`src/rtl/qdec_pkg.sv`:
```
// Shared types, phase/direction constants and the transition classifier for quad_decoder_x4.
package qdec_pkg;

  typedef enum logic {QD_INIT, QD_TRACK} qd_state_t;

  typedef enum logic [1:0] {QD_NONE, QD_UP, QD_DN, QD_ILL} qd_move_t;

  localparam logic [1:0] QD_PH00 = 2'b00;
  localparam logic [1:0] QD_PH01 = 2'b01;
  localparam logic [1:0] QD_PH11 = 2'b11;
  localparam logic [1:0] QD_PH10 = 2'b10;

  localparam logic QD_DIR_UP = 1'b0;
  localparam logic QD_DIR_DN = 1'b1;

  // Phases are packed {A,B}; up order is 00->01->11->10->00.
  function automatic qd_move_t qd_decode(input logic [1:0] prev, input logic [1:0] cur);
    qd_move_t m;
    m = QD_NONE;
    case ({prev, cur})
      {QD_PH00, QD_PH01}, {QD_PH01, QD_PH11},
      {QD_PH11, QD_PH10}, {QD_PH10, QD_PH00}: m = QD_UP;
      {QD_PH00, QD_PH10}, {QD_PH10, QD_PH11},
      {QD_PH11, QD_PH01}, {QD_PH01, QD_PH00}: m = QD_DN;
      {QD_PH00, QD_PH11}, {QD_PH11, QD_PH00},
      {QD_PH01, QD_PH10}, {QD_PH10, QD_PH01}: m = QD_ILL;
      default: m = QD_NONE;
    endcase
    return m;
  endfunction

endpackage

```
`src/rtl/quad_decoder_x4_if.sv`:
```
// Encoder-side and count-side signals of quad_decoder_x4; slave is the decoder, master the driver.
interface quad_decoder_x4_if #(
  parameter int CNT_W = 16
);
  logic             en;
  logic             quad_a;
  logic             quad_b;
  logic             quad_i;
  logic             err_clr;
  logic [CNT_W-1:0] count;
  logic             dir;
  logic             step;
  logic             err;

  modport master (output en, quad_a, quad_b, quad_i, err_clr,
                  input  count, dir, step, err);
  modport slave  (input  en, quad_a, quad_b, quad_i, err_clr,
                  output count, dir, step, err);
endinterface

```
`src/rtl/qdec_sync_filter.sv`:
```
// Per-pin synchronizer chain followed by a debounce filter that only follows
// the synced value after FILT_LEN consecutive identical samples.
module qdec_sync_filter #(
  parameter int SYNC_STAGES = 2,
  parameter int FILT_LEN    = 3
) (
  input  logic clk,
  input  logic rst,
  input  logic din,
  output logic dout
);

  localparam int CW = (FILT_LEN > 1) ? $clog2(FILT_LEN) : 1;
  localparam logic [CW-1:0] CNT_LAST = CW'(FILT_LEN - 1);

  logic [SYNC_STAGES-1:0] r_sync;
  logic [CW-1:0]          r_cnt;
  logic                   r_dout;
  logic                   w_synced;

  assign w_synced = r_sync[SYNC_STAGES-1];
  assign dout     = r_dout;

  always_ff @(posedge clk or posedge rst) begin
    if (rst) begin
      r_sync <= '0;
    end else begin
      r_sync <= {r_sync[SYNC_STAGES-2:0], din};
    end
  end

  // r_cnt counts consecutive samples that disagree with the current output.
  always_ff @(posedge clk or posedge rst) begin
    if (rst) begin
      r_cnt  <= '0;
      r_dout <= 1'b0;
    end else if (w_synced == r_dout) begin
      r_cnt <= '0;
    end else if (r_cnt == CNT_LAST) begin
      r_cnt  <= '0;
      r_dout <= w_synced;
    end else begin
      r_cnt <= r_cnt + 1'b1;
    end
  end

endmodule

```
`src/rtl/quad_decoder_x4.sv`:
```
// x4 quadrature decoder: synced/filtered A/B phases drive an up/down position counter.
// Optional index clear is built only when QDEC_INDEX_CLR_EN is defined.
module quad_decoder_x4
  import qdec_pkg::*;
#(
  parameter int CNT_W       = 16,
  parameter int SYNC_STAGES = 2,
  parameter int FILT_LEN    = 3
) (
  input logic               clk,
  input logic               rst,
  quad_decoder_x4_if.slave  bus
);

  // INIT keeps following the filtered phase until the input pipeline has flushed
  // its reset zeros, so a non-00 phase present at reset release is not an error.
  localparam int INIT_LAST_I = SYNC_STAGES + FILT_LEN;
  localparam int IW          = $clog2(INIT_LAST_I + 1);
  localparam logic [IW-1:0] INIT_LAST = IW'(INIT_LAST_I);

  qd_state_t        r_state;
  logic [IW-1:0]    r_init_cnt;
  logic [1:0]       r_prev_ab;
  logic [CNT_W-1:0] r_count;
  logic             r_dir;
  logic             r_step;
  logic             r_err;
  logic             w_a;
  logic             w_b;
  logic [1:0]       w_ab;
  qd_move_t         w_move;

  qdec_sync_filter #(.SYNC_STAGES(SYNC_STAGES), .FILT_LEN(FILT_LEN)) u_filt_a (
    .clk (clk), .rst (rst), .din (bus.quad_a), .dout (w_a)
  );

  qdec_sync_filter #(.SYNC_STAGES(SYNC_STAGES), .FILT_LEN(FILT_LEN)) u_filt_b (
    .clk (clk), .rst (rst), .din (bus.quad_b), .dout (w_b)
  );

`ifdef QDEC_INDEX_CLR_EN
  logic w_idx;
  logic r_idx_prev;

  qdec_sync_filter #(.SYNC_STAGES(SYNC_STAGES), .FILT_LEN(FILT_LEN)) u_filt_i (
    .clk (clk), .rst (rst), .din (bus.quad_i), .dout (w_idx)
  );
`endif

  assign w_ab   = {w_a, w_b};
  assign w_move = qd_decode(r_prev_ab, w_ab);

  assign bus.count = r_count;
  assign bus.dir   = r_dir;
  assign bus.step  = r_step;
  assign bus.err   = r_err;

  always_ff @(posedge clk or posedge rst) begin
    if (rst) begin
      r_state    <= QD_INIT;
      r_init_cnt <= '0;
      r_prev_ab  <= QD_PH00;
      r_count    <= '0;
      r_dir      <= QD_DIR_UP;
      r_step     <= 1'b0;
      r_err      <= 1'b0;
`ifdef QDEC_INDEX_CLR_EN
      r_idx_prev <= 1'b0;
`endif
    end else begin
      r_step    <= 1'b0;
      r_prev_ab <= w_ab;
      if (bus.err_clr) r_err <= 1'b0;
      case (r_state)
        QD_INIT: begin
          if (r_init_cnt == INIT_LAST) r_state <= QD_TRACK;
          else r_init_cnt <= r_init_cnt + 1'b1;
        end
        QD_TRACK: begin
          case (w_move)
            QD_UP: if (bus.en) begin
              r_count <= r_count + CNT_W'(1);
              r_dir   <= QD_DIR_UP;
              r_step  <= 1'b1;
            end
            QD_DN: if (bus.en) begin
              r_count <= r_count - CNT_W'(1);
              r_dir   <= QD_DIR_DN;
              r_step  <= 1'b1;
            end
            QD_ILL:  r_err <= 1'b1;
            default: ;
          endcase
        end
        default: r_state <= QD_INIT;
      endcase
`ifdef QDEC_INDEX_CLR_EN
      // Placed last so an index clear overrides a coincident count step.
      r_idx_prev <= w_idx;
      if (bus.en && w_idx && !r_idx_prev) r_count <= '0;
`endif
    end
  end

endmodule

```
`src/flat_wrapper.sv`:
```
// flat-port wrapper written by rule: the top's interface ports become plain ports
module quad_decoder_x4_flat import qdec_pkg::*;
#(
  parameter int CNT_W       = 16,
  parameter int SYNC_STAGES = 2,
  parameter int FILT_LEN    = 3
)
  (clk, rst, bus_en, bus_quad_a, bus_quad_b, bus_quad_i, bus_err_clr, bus_count, bus_dir, bus_step, bus_err);
  quad_decoder_x4_if #(.CNT_W(CNT_W)) bus_i ();
  input logic clk;
  input logic rst;
  input wire logic [$bits(bus_i.en)-1:0] bus_en;
  input wire logic [$bits(bus_i.quad_a)-1:0] bus_quad_a;
  input wire logic [$bits(bus_i.quad_b)-1:0] bus_quad_b;
  input wire logic [$bits(bus_i.quad_i)-1:0] bus_quad_i;
  input wire logic [$bits(bus_i.err_clr)-1:0] bus_err_clr;
  output wire logic [$bits(bus_i.count)-1:0] bus_count;
  output wire logic [$bits(bus_i.dir)-1:0] bus_dir;
  output wire logic [$bits(bus_i.step)-1:0] bus_step;
  output wire logic [$bits(bus_i.err)-1:0] bus_err;
  assign bus_i.en = bus_en;
  assign bus_i.quad_a = bus_quad_a;
  assign bus_i.quad_b = bus_quad_b;
  assign bus_i.quad_i = bus_quad_i;
  assign bus_i.err_clr = bus_err_clr;
  assign bus_count = bus_i.count;
  assign bus_dir = bus_i.dir;
  assign bus_step = bus_i.step;
  assign bus_err = bus_i.err;
  quad_decoder_x4 #(.CNT_W(CNT_W), .SYNC_STAGES(SYNC_STAGES), .FILT_LEN(FILT_LEN)) u_core (.clk(clk), .rst(rst), .bus(bus_i));
endmodule
```
`config.mk`:
```
export PLATFORM = sky130hd
export DESIGN_NAME = quad_decoder_x4_flat
export DESIGN_NICKNAME = d
export VERILOG_FILES = /design/src/rtl/qdec_pkg.sv /design/src/rtl/quad_decoder_x4_if.sv /design/src/rtl/qdec_sync_filter.sv /design/src/rtl/quad_decoder_x4.sv /design/src/flat_wrapper.sv
export SDC_FILE = /design/constraint.sdc
export NUM_CORES = 1
export LEC_CHECK = 0
export CORE_MARGIN = 1
export CORE_UTILIZATION = 57
export CTS_CLUSTER_SIZE = 10
export DETAILED_ROUTE_END_ITERATION = 7
export HOLD_SLACK_MARGIN = 0.08
export PLACE_DENSITY = 0.79
export REMOVE_ABC_BUFFERS = 1
export SETUP_SLACK_MARGIN = 0.15
export SYNTH_ARGS = -nofsm -noshare
export SYNTH_HDL_FRONTEND = slang
export SYNTH_SLANG_ARGS = --single-unit
```
`constraint.sdc`:
```
create_clock -name clk -period 5.05 [get_ports clk]
set_input_delay 0.505 -clock clk [delete_from_list [all_inputs] [get_ports clk]]
set_output_delay 0.505 -clock clk [all_outputs]
set_load 0.03 [all_outputs]
```
==> metrics.md, run 1 <==
| Metric | Value |
|---|---|
| Synthesis-stage register bit count | 35 |
| Number of I/O port buffers | 24 |
| Final hold vios | 0 |
| CTS H-tree depth | 2 |
| Std-Cell Rows | 23 |
| Worst-path clk slew | 0.07 ns |
| Worst Path Buf+Inv | 1 |
| Clk root buf | clkbuf_8 |
| Post-Layout Cell Count | 329 |
| Worst path max stage delay | 0.64 ns |
| WP data arrival | 3.95 ns |
| CP endpoint kind | flip-flop |
| Most common flop cell mapped by yosys | dfrtp_1 |
| Synth Area per Inst | 8.93 sq um |
| CTS Buffer Depth | 2 |
| Postcts setup bufs | 0 |
| Crit-path cells | mux2i_1 > o21ai_0 > ha_1 > buf_4 > or3b_4 > o22a_4 > nor3_2 > a21oi_1 > and4_1 > nor4_1 > o211ai_1 |
| Final slew viol count | 0 |
| Die extent in x | 66.8 um |
| Clock latency on the worst-skew pair | 0.29 ns |
| Crit Path Category | reg -> reg |
| Area of the multi-input gates | 1360 sq um |
| Tightest Pin Transition | 0.904 ns |
| Largest area contributor in the netlist | dfrtp_1 |
| Critical Path Source Type | flip-flop |
| Final ANT Viol Nets | 0 |
| Final WL | 4.76 mm |
| Vias in the first global route | 1,743 |
| Fill cells | 356 |
| CP required | 5.21 ns |
| Post-synth EDFFs | 0 |
| Iteration-0 DRC Markers | 199 |
| Most common cell after layout, fill and taps aside | dfrtp_1 |
| DR pass1 iterations | 4 |
| Largest net degree at the start of global routing | 36 |
| Clock Sinks | 35 |
| Final #Nets | 292 |
| Chip Height | 66.8 um |
| Seq/Total Area, Yosys | 0.366 |
| Via/cell ratio | 5.84 |
| Starting Density | 0.594 |
| Fmax | 0.264 GHz |
| Drt wl/cell | 14.5 um |
| DRC viols | 0 |
| CTS tree | built |
| Synth warnings | 0 |
| Dpl cells | 321 |
| Class of the most critical hold timing path | reg -> reg |
| Maxcap violations | 0 |
| Global-route wire length before repair | 8.09 mm |
| Hold_buf cts | 0 |
| Met2 WL | 2.32 mm |
| Final setup TNS | 0 ns |
| Tmin final | 3.79 ns |
| Met3 wire len | 183 um |
| CTS Buf Count | 5 |
| RePlAce Congestion | 0.818 |
| Crit path max-delay family | simple AND/OR/NAND/NOR gates |
| # diodes | 0 |
| Unrepaired setup endpoints after global routing | no |
| Layout cell share with drive strength beyond 1 | 0.0789 |
| Ports | 26 |
| Synth-to-Final Area Change | 12.2% |
| PostCTS Resize Cnt | 0 |
| Dpl hpwl | 3.18 mm |
| HP Start | u_core.u_filt_a.r_sync[0]$_DFF_PP0_ |
| Initial antenna violation count | 0 |
| Skew final | 0.00443 ns |
| Critical path's slowest cell | ha_1 |
| Vias | 1,923 |
| Crit share post-route | 0.750 |
| Async SR Flop Fraction | 1.00 |
| Synth unique cells | 62 |
| Seq. cell area | 876 sq um |
| Synth area leaders | dfrtp_1, xnor2_1, a21oi_1, xor2_1, ha_1 |
| Status | complete, no violations |
| Highest-count cells in the layout ignoring fill and taps | dfrtp_1, clkdlybuf4s50_1, a21oi_1, nand2_1 |
| Area fraction of the dominant cell type after synthesis | 0.366 |
| Final setup fails | 0 |
| CP Max Fanout | 28 |
| Mapped Cells | 268 |
| Gr ovfl total | 0 |
| Mapped Area | 2390 sq um |
| Met1 Wirelength | 2.17 mm |
| DR top layer | met4 |
| Core ar. | 4030 sq um |
| Total GRT Usage | 0.245 |
| Die area | 4460 sq um |
| Critical Path Start | u_core.u_filt_b.dout$_DFFE_PP0P_ |
| Slew HR | 0.396 |
| Reg2Reg Launch Point | u_core.u_filt_b.dout$_DFFE_PP0P_ |
layer usage:
metal  vias to the layer above  GRT usage
met2                        37      0.389
met1                       916      0.318
li1                        964          -
met4                         0     0.0984
met3                         6     0.0599
met5                         -          0
final cells by class:
type,count,area share
multi-input cells,197,0.506
clock inverters,2,0.00466
flip-flops and latches,35,0.326
well taps,50,0.0233
repair buffers,26,0.0950
inverters,13,0.0182
clock buffers,6,0.0270
cell families after synthesis:
family | synth area share
buffers and inverters | 0.0664
muxes | 0.0183
AOI/OAI and AO/OA | 0.198
xor gates and xnor gates | 0.102
DFF | 0.366
and+or+nand+nor | 0.212
adders and majority gates | 0.0366
per-stage QoR:
step / utilization / cell area [sq um] / setup WS, ns / hold slack (ns)
after floorplan: - / 2280 / 1.52 / 0.331
after global placement: 0.646 / 2600 / 1.39 / 0.335
after detailed placement: 0.646 / 2600 / 1.30 / 0.341
after CTS: 0.667 / 2690 / 1.28 / 0.358
after global routing: 0.667 / 2690 / 0.960 / 0.371
final: 0.667 / 2690 / 1.26 / 0.356
state kept, by name, indices dropped and copies added (netlist names):
| register | cells |
|---|---|
| u_core.bus.err | 1 |
| u_core.bus.dir | 1 |
| u_core.bus.step | 1 |
| u_core.u_filt_a.r_sync | 2 |
| u_core.r_init_cnt | 3 |
| u_core.u_filt_b.dout | 1 |
| u_core.u_filt_b.r_cnt | 2 |
| u_core.bus.count | 16 |
| u_core.u_filt_b.r_sync | 2 |
| u_core.u_filt_a.r_cnt | 2 |
| u_core.r_prev_ab | 2 |
| u_core.r_state | 1 |
| u_core.u_filt_a.dout | 1 |
cell usage after synthesis (4+ instances only):
| master | number |
|---|---|
| a21o_1 | 4 |
| a21oi_1 | 21 |
| buf_2 | 7 |
| clkbuf_1 | 12 |
| dfrtp_1 | 35 |
| ha_1 | 7 |
| inv_1 | 12 |
| nand2_1 | 17 |
| nand3_1 | 8 |
| nor2_1 | 16 |
| nor2b_1 | 5 |
| nor3_1 | 8 |
| o21ai_0 | 11 |
| o22ai_1 | 5 |
| o31a_1 | 4 |
| or3_1 | 6 |
| xnor2_1 | 16 |
| xor2_1 | 12 |
worst paths after layout:
kind | slack [ns] | cells past startpoint | end
min in group asynchronous | 0.61 | 3 | u_core.bus.count[14]$_DFFE_PP0P_
max in group asynchronous | 4.14 | 3 | u_core.bus.count[2]$_DFFE_PP0P_
hold / removal | 0.36 | 0 | u_core.u_filt_a.r_sync[1]$_DFF_PP0_
setup / recovery | 1.26 | 11 | u_core.bus.count[13]$_DFFE_PP0P_
hold reg to reg | 0.36 | 0 | u_core.u_filt_a.r_sync[1]$_DFF_PP0_
setup reg to reg | 1.26 | 11 | u_core.bus.count[13]$_DFFE_PP0P_
Power of run 1 is left out: the tool's default activity adds up to more than one toggle a clock period on the data nets, which glitch-free logic cannot reach.
==> run 2: changes to the inputs <==
--- a/config.mk
+++ b/config.mk
@@ -6,11 +6,11 @@
 export NUM_CORES = 1
 export LEC_CHECK = 0
 export CORE_MARGIN = 1
-export CORE_UTILIZATION = 57
+export CORE_UTILIZATION = 51
 export CTS_CLUSTER_SIZE = 10
 export DETAILED_ROUTE_END_ITERATION = 7
 export HOLD_SLACK_MARGIN = 0.08
-export PLACE_DENSITY = 0.79
+export PLACE_DENSITY = 0.75
 export REMOVE_ABC_BUFFERS = 1
 export SETUP_SLACK_MARGIN = 0.15
 export SYNTH_ARGS = -nofsm -noshare
==> constraint.sdc (replaced) <==
create_clock -name clk -period 3.4 [get_ports clk]
set_input_delay 0.34 -clock clk [delete_from_list [all_inputs] [get_ports clk]]
set_output_delay 0.34 -clock clk [all_outputs]
set_load 0.03 [all_outputs]
==> run 2 against run 1 <==
The run now ends with design-rule violations left. Sequential share of layout area shrank 0.93 points. Count of clock-buffer cells in the layout fell by 1. Worst hold slack got worse by 0.0051 ns. Fmax increased by 27%. Final area grew 3.1%. Sequential cell count did not move. Utilization shrank 4.4 points.
==> metrics.md, run 2 (synthesis results as in run 1) <==
| Metric | Value |
|---|---|
| Status | complete, but fails checks |
| Violated checks | design-rule violations |
| Hold Path Depth | 0 (unchanged) |
| Worst-path clk slew | 0.08 ns (about the same) |
| Number of I/O port buffers | 24 (unchanged) |
| CTS tree | built |
| DRC viols | 4 (+4) |
| Fmax | 0.335 GHz (+27%) |
| CP Max Fanout | 12 (-57%) |
| Gr ovfl total | 0 (unchanged) |
| Layout cell share with drive strength beyond 1 | 0.113 (+0.0338) |
| Largest net degree at the start of global routing | 36 (unchanged) |
| CP endpoint kind | flip-flop |
| Final hold vios | 0 (unchanged) |
| Initial antenna violation count | 0 (unchanged) |
| Clock latency on the worst-skew pair | 0.29 ns (about the same) |
| Hold_buf cts | 0 (unchanged) |
| Maxcap violations | 0 (unchanged) |
| Global-route wire length before repair | 8.94 mm (+10%) |
| Reg2reg end | u_core.bus.count[11]$_DFFE_PP0P_ |
| CTS Buffer Depth | 2 (unchanged) |
| Die extent in x | 70.5 um (+5.5%) |
| Vias in the first global route | 1,888 (+8.3%) |
| Clock Sinks | 35 (unchanged) |
| # diodes | 0 (unchanged) |
| Tmin final | 2.99 ns (-0.800 ns) |
| Reg2Reg Launch Point | u_core.u_filt_b.dout$_DFFE_PP0P_ |
| Chip Height | 70.5 um (+5.5%) |
| Final setup TNS | 0 ns (unchanged) |
| Iteration-0 DRC Markers | 189 (-5.0%) |
| Final WL | 5.08 mm (+6.7%) |
| Final #Nets | 298 (+2.1%) |
| Final setup fails | 0 (unchanged) |
| Tightest Pin Transition | 0.497 ns (-0.407 ns) |
| Critical Path Source Type | flip-flop |
| HP Start | u_core.u_filt_a.r_sync[0]$_DFF_PP0_ |
| Slew HR | 0.669 (+0.273) |
| R2R Setup Slk | 0.41 ns (-0.85 ns) |
| Total GRT Usage | 0.231 (-0.0141) |
| Highest-count cells in the layout ignoring fill and taps | dfrtp_1, clkdlybuf4s50_1, a21oi_1, nand2_1 |
| Starting Density | 0.539 (-0.0555) |
| Core ar. | 4440 sq um (+10%) |
| Std-Cell Rows | 24 (+4.3%) |
| Post-Layout Cell Count | 336 (+2.1%) |
| Ports | 26 (unchanged) |
| Dpl cells | 328 (+2.2%) |
| Most common cell after layout, fill and taps aside | dfrtp_1 |
| Final slew viol count | 0 (unchanged) |
| DR pass1 iterations | 6 (+2) |
| Dpl hpwl | 3.36 mm (+5.7%) |
| Unrepaired setup endpoints after global routing | no |
| Clk root buf | clkbuf_8 |
| CTS Buf Count | 5 (unchanged) |
| Crit share post-route | 0.878 (+0.129) |
| CP required | 3.57 ns (-1.64 ns) |
| R2R depth | 13 (+2) |
| RePlAce Congestion | 0.907 (+11%) |
| Hold Path Sink | u_core.u_filt_a.r_sync[1]$_DFF_PP0_ |
| WP data arrival | 3.15 ns (-0.80 ns) |
| Synth-to-Final Area Change | 15.7% |
| Crit Path Category | reg -> reg |
| CTS H-tree depth | 2 (unchanged) |
| Util after Layout | 0.623 (-0.0437) |
| Skew final | 0.00559 ns (+0.00117 ns) |
| Via/cell ratio | 5.92 (+1.3%) |
| Final ANT Viol Nets | 0 (unchanged) |
| Vias | 1,989 (+3.4%) |
| Class of the most critical hold timing path | reg -> reg |
| Max FFs per register | 16 (unchanged) |
| Die area | 4970 sq um (+11%) |
| Drt wl/cell | 15.1 um (+4.5%) |
==> run 2: area by class of cell <==
cell class,count,area [sq um]
Clock buffer,5,68.8
Clock inverter,2,37.5
Fill cell,389,1680
Inverter,13,48.8
Multi-Input combinational cell,197,1370
Sequential cell,35,877
Tap cell,52,65.1
Timing Repair Buffer,32,304
==> run 2: worst max-delay path by stage <==
stage,startpoint,endpoint,slack (ns),depth (start not counted)
finish,u_core.u_filt_b.dout$_DFFE_PP0P_,u_core.bus.count[11]$_DFFE_PP0P_,0.41,13
detailed placement,u_core.u_filt_b.dout$_DFFE_PP0P_,u_core.bus.count[13]$_DFFE_PP0P_,0.17,11
floorplan,u_core.u_filt_b.dout$_DFFE_PP0P_,u_core.bus.count[14]$_DFFE_PP0P_,-0.13,11
global route,u_core.u_filt_b.dout$_DFFE_PP0P_,u_core.bus.count[11]$_DFFE_PP0P_,0.18,13
global placement,u_core.u_filt_b.dout$_DFFE_PP0P_,u_core.bus.count[13]$_DFFE_PP0P_,0.29,11
CTS,u_core.u_filt_b.dout$_DFFE_PP0P_,u_core.bus.count[15]$_DFFE_PP0P_,0.30,12
==> run 2: routing by layer <==
metal / wire length (um) / GRT usage / vias up / share of wire
met5: 0 / 0 / - / 0
met4: 78 / 0.0930 / 0 / 0.015
met3: 249 / 0.0519 / 5 / 0.049
met2: 2380 / 0.361 / 47 / 0.47
met1: 2370 / 0.312 / 957 / 0.47
li1: - / - / 980 / -
==> run 2: through the flow <==
step	cell area (sq um)	setup slack (ns)	hold slack (ns)
after floorplan	2280	-0.134	0.331
after global placement	2640	0.286	0.334
after detailed placement	2640	0.170	0.335
after CTS	2750	0.304	0.352
after global routing	2770	0.177	0.360
final	2770	0.414	0.351
==> run 2: critical path: stages (launching register included) <==
cell	delay [ns]
dfrtp_2	0.48
nor2_1	0.15
o21ai_0	0.13
o21ai_2	0.14
ha_2	0.28
buf_4	0.20
nand2b_1	0.09
o31ai_1	0.31
a22oi_1	0.22
o31ai_2	0.36
buf_4	0.18
xnor2_1	0.10
nor2_1	0.06
xor2_1	0.15
==> run 2: repair_timing <==
action / CTS / global route
buffers inserted: 0 / 1
resized for setup: 1 / 5
pin swaps: 0 / 1
setup endpoints to repair: 2 / 7
Power of run 2 is left out for the same reason.
==> run 3: changes to the inputs <==
--- a/config.mk
+++ b/config.mk
@@ -6,13 +6,14 @@
 export NUM_CORES = 1
 export LEC_CHECK = 0
 export CORE_MARGIN = 1
-export CORE_UTILIZATION = 51
+export CORE_UTILIZATION = 57
 export CTS_CLUSTER_SIZE = 10
 export DETAILED_ROUTE_END_ITERATION = 7
 export HOLD_SLACK_MARGIN = 0.08
-export PLACE_DENSITY = 0.75
+export PLACE_DENSITY = 0.79
 export REMOVE_ABC_BUFFERS = 1
 export SETUP_SLACK_MARGIN = 0.15
+export SLEW_MARGIN = 20
 export SYNTH_ARGS = -nofsm -noshare
 export SYNTH_HDL_FRONTEND = slang
 export SYNTH_SLANG_ARGS = --single-unit
==> constraint.sdc (replaced) <==
create_clock -name clk -period 3.1 [get_ports clk]
set_input_delay 0.31 -clock clk [delete_from_list [all_inputs] [get_ports clk]]
set_output_delay 0.31 -clock clk [all_outputs]
set_load 0.03 [all_outputs]
==> run 3 against run 2 <==
The flow now finishes without violations. Utilization grew 11 points. Worst setup slack lost 0.20 ns. Non-clock buffer count grew 12. Worst hold slack is essentially flat. Wire length grew 6.2%. Count of clock-buffer cells in the layout grew 1. Sequential cell count is the same. Die area shrank 10%. Critical path type unchanged. Largest cell class unchanged.
==> metrics.md, run 3 (synthesis results as in run 1) <==
| Metric | Value |
|---|---|
| Fmax | 0.346 GHz (+3.4%) |
| DR top layer | met4 |
| Final setup TNS | 0 ns (unchanged) |
| Starting Density | 0.594 (+0.0555) |
| Slew HR | 0.645 (-0.0232) |
| Critical Path Source Type | flip-flop |
| Tmin final | 2.89 ns (-0.0981 ns) |
| Class of the most critical hold timing path | reg -> reg |
| Vias in the first global route | 1,739 (-7.9%) |
| CTS H-tree depth | 2 (unchanged) |
| Most common cell after layout, fill and taps aside | dfrtp_1 |
| Crit share post-route | 0.931 (+0.0533) |
| Skew final | 0.00351 ns (-0.00208 ns) |
| Gr ovfl total | 0 (unchanged) |
| Max FFs per register | 16 (unchanged) |
| Final #Nets | 310 (+4.0%) |
| Fill cells | 282 (-28%) |
| Met1 Wirelength | 2.41 mm (+1.6%) |
| Die extent in x | 66.8 um (-5.3%) |
| CTS tree | built |
| Reg2Reg Launch Point | u_core.u_filt_b.dout$_DFFE_PP0P_ |
| Global-route wire length before repair | 8.08 mm (-9.7%) |
| CTS Buffer Depth | 2 (unchanged) |
| Iteration-0 DRC Markers | 153 (-19%) |
| CP endpoint kind | flip-flop |
| Die area | 4460 sq um (-10%) |
| Worst-path clk slew | 0.07 ns (about the same) |
| CP required | 3.27 ns (-0.30 ns) |
| Via/cell ratio | 5.98 (+1.0%) |
| WP data arrival | 3.05 ns (-0.10 ns) |
| Dpl hpwl | 3.32 mm (-1.3%) |
| Clock latency on the worst-skew pair | 0.28 ns (about the same) |
| Largest net degree at the start of global routing | 36 (unchanged) |
| Maxcap violations | 0 (unchanged) |
| Std-Cell Rows | 23 (-4.2%) |
| Total GRT Usage | 0.245 (+0.0139) |
| Crit Path Category | reg -> reg |
| Clock Sinks | 35 (unchanged) |
| Layout cell share with drive strength beyond 1 | 0.196 (+0.0833) |
| Final WL | 5.39 mm (+6.2%) |
| Drt wl/cell | 15.6 um (+3.1%) |
| CP Max Fanout | 6 (-6) |
| Hold_ws | 0.350 ns (-0.0000600 ns) |
| HP Start | u_core.u_filt_b.r_sync[0]$_DFF_PP0_ |
| Initial antenna violation count | 0 (unchanged) |
| Tightest Pin Transition | 0.530 ns (+0.0332 ns) |
| Chip Height | 66.8 um (-5.3%) |
| Clk root buf | clkbuf_8 |
| CTS Buf Count | 5 (unchanged) |
| Final hold vios | 0 (unchanged) |
| Hold_buf cts | 0 (unchanged) |
| Highest-count cells in the layout ignoring fill and taps | dfrtp_1, clkdlybuf4s50_1, buf_4, a21oi_1, nand2_1 |
| Core ar. | 4030 sq um (-9.3%) |
| Final setup fails | 0 (unchanged) |
| Met3 wire len | 291 um (+17%) |
| Status | complete, no violations |
| DR pass1 iterations | 4 (-2) |
| Critical Path Start | u_core.u_filt_b.dout$_DFFE_PP0P_ |
| Ports | 26 (unchanged) |
| Final slew viol count | 0 (unchanged) |
| Final ANT Viol Nets | 0 (unchanged) |
| Vias | 2,069 (+4.0%) |
| DRC viols | 0 (-4) |
| # diodes | 0 (unchanged) |
| Met2 WL | 2.59 mm (+9.1%) |
| RePlAce Congestion | 0.847 (-6.6%) |
| Unrepaired setup endpoints after global routing | yes |
| Number of I/O port buffers | 24 (unchanged) |
| Synth-to-Final Area Change | 24.1% |
==> run 3: worst max-delay path, cell delays in order (launching register included) <==
cell and delay, ns:
dfrtp_2 0.45, buf_6 0.14, mux2i_1 0.11, o21ai_1 0.18, ha_2 0.27, xor2_1 0.09
ha_2 0.22, o22ai_1 0.22, nor4_4 0.06, buf_4 0.16, a21boi_4 0.13, or2_1 0.24
o311a_1 0.36, xnor2_1 0.13
==> run 3: layout make-up <==
cell class	count	area, sq um	share of cell area
clock inverter	1	30.0	0.0101
tap	50	62.6	0.0211
multi-input combinational	197	1470	0.495
sequential	35	877	0.295
clock buffer	6	72.6	0.0244
timing repair buffer	44	407	0.137
inverter	13	52.6	0.0177
==> run 3: stage by stage <==
stage / utilization / cell area (sq um) / cells / setup slack (ns)
floorplan: - / 2280 / 245 / -0.434
global placement: 0.658 / 2650 / 326 / 0.138
detailed placement: 0.658 / 2650 / 326 / 0.0803
CTS: 0.692 / 2790 / 337 / 0.169
global route: 0.737 / 2970 / 346 / 0.0393
finish: 0.737 / 2970 / 346 / 0.212
==> run 3: worst paths after layout <==
kind | depth (start not counted) | endpoint | slack (ns)
max in group asynchronous | 3 | u_core.u_filt_b.dout$_DFFE_PP0P_ | 2.29
max | 13 | u_core.bus.count[14]$_DFFE_PP0P_ | 0.21
min in group asynchronous | 3 | u_core.bus.count[15]$_DFFE_PP0P_ | 0.44
min reg2reg | 0 | u_core.u_filt_b.r_sync[1]$_DFF_PP0_ | 0.35
max reg2reg | 13 | u_core.bus.count[14]$_DFFE_PP0P_ | 0.21
min | 0 | u_core.u_filt_b.r_sync[1]$_DFF_PP0_ | 0.35
==> run 3: timing repair <==
action	CTS	global route
endpoints found under the setup margin	5	9
gates cloned	0	0
setup buffers	4	9
hold endpoints to repair	0	0
gates resized for setup	2	27
pin swaps	2	13
==> run 3: metal layers <==
metal	GRT usage	up-vias
met5	0	-
met4	0.104	0
met3	0.0685	9
met2	0.380	73
met1	0.317	983
li1	-	1004
Power of run 3 is left out for the same reason.
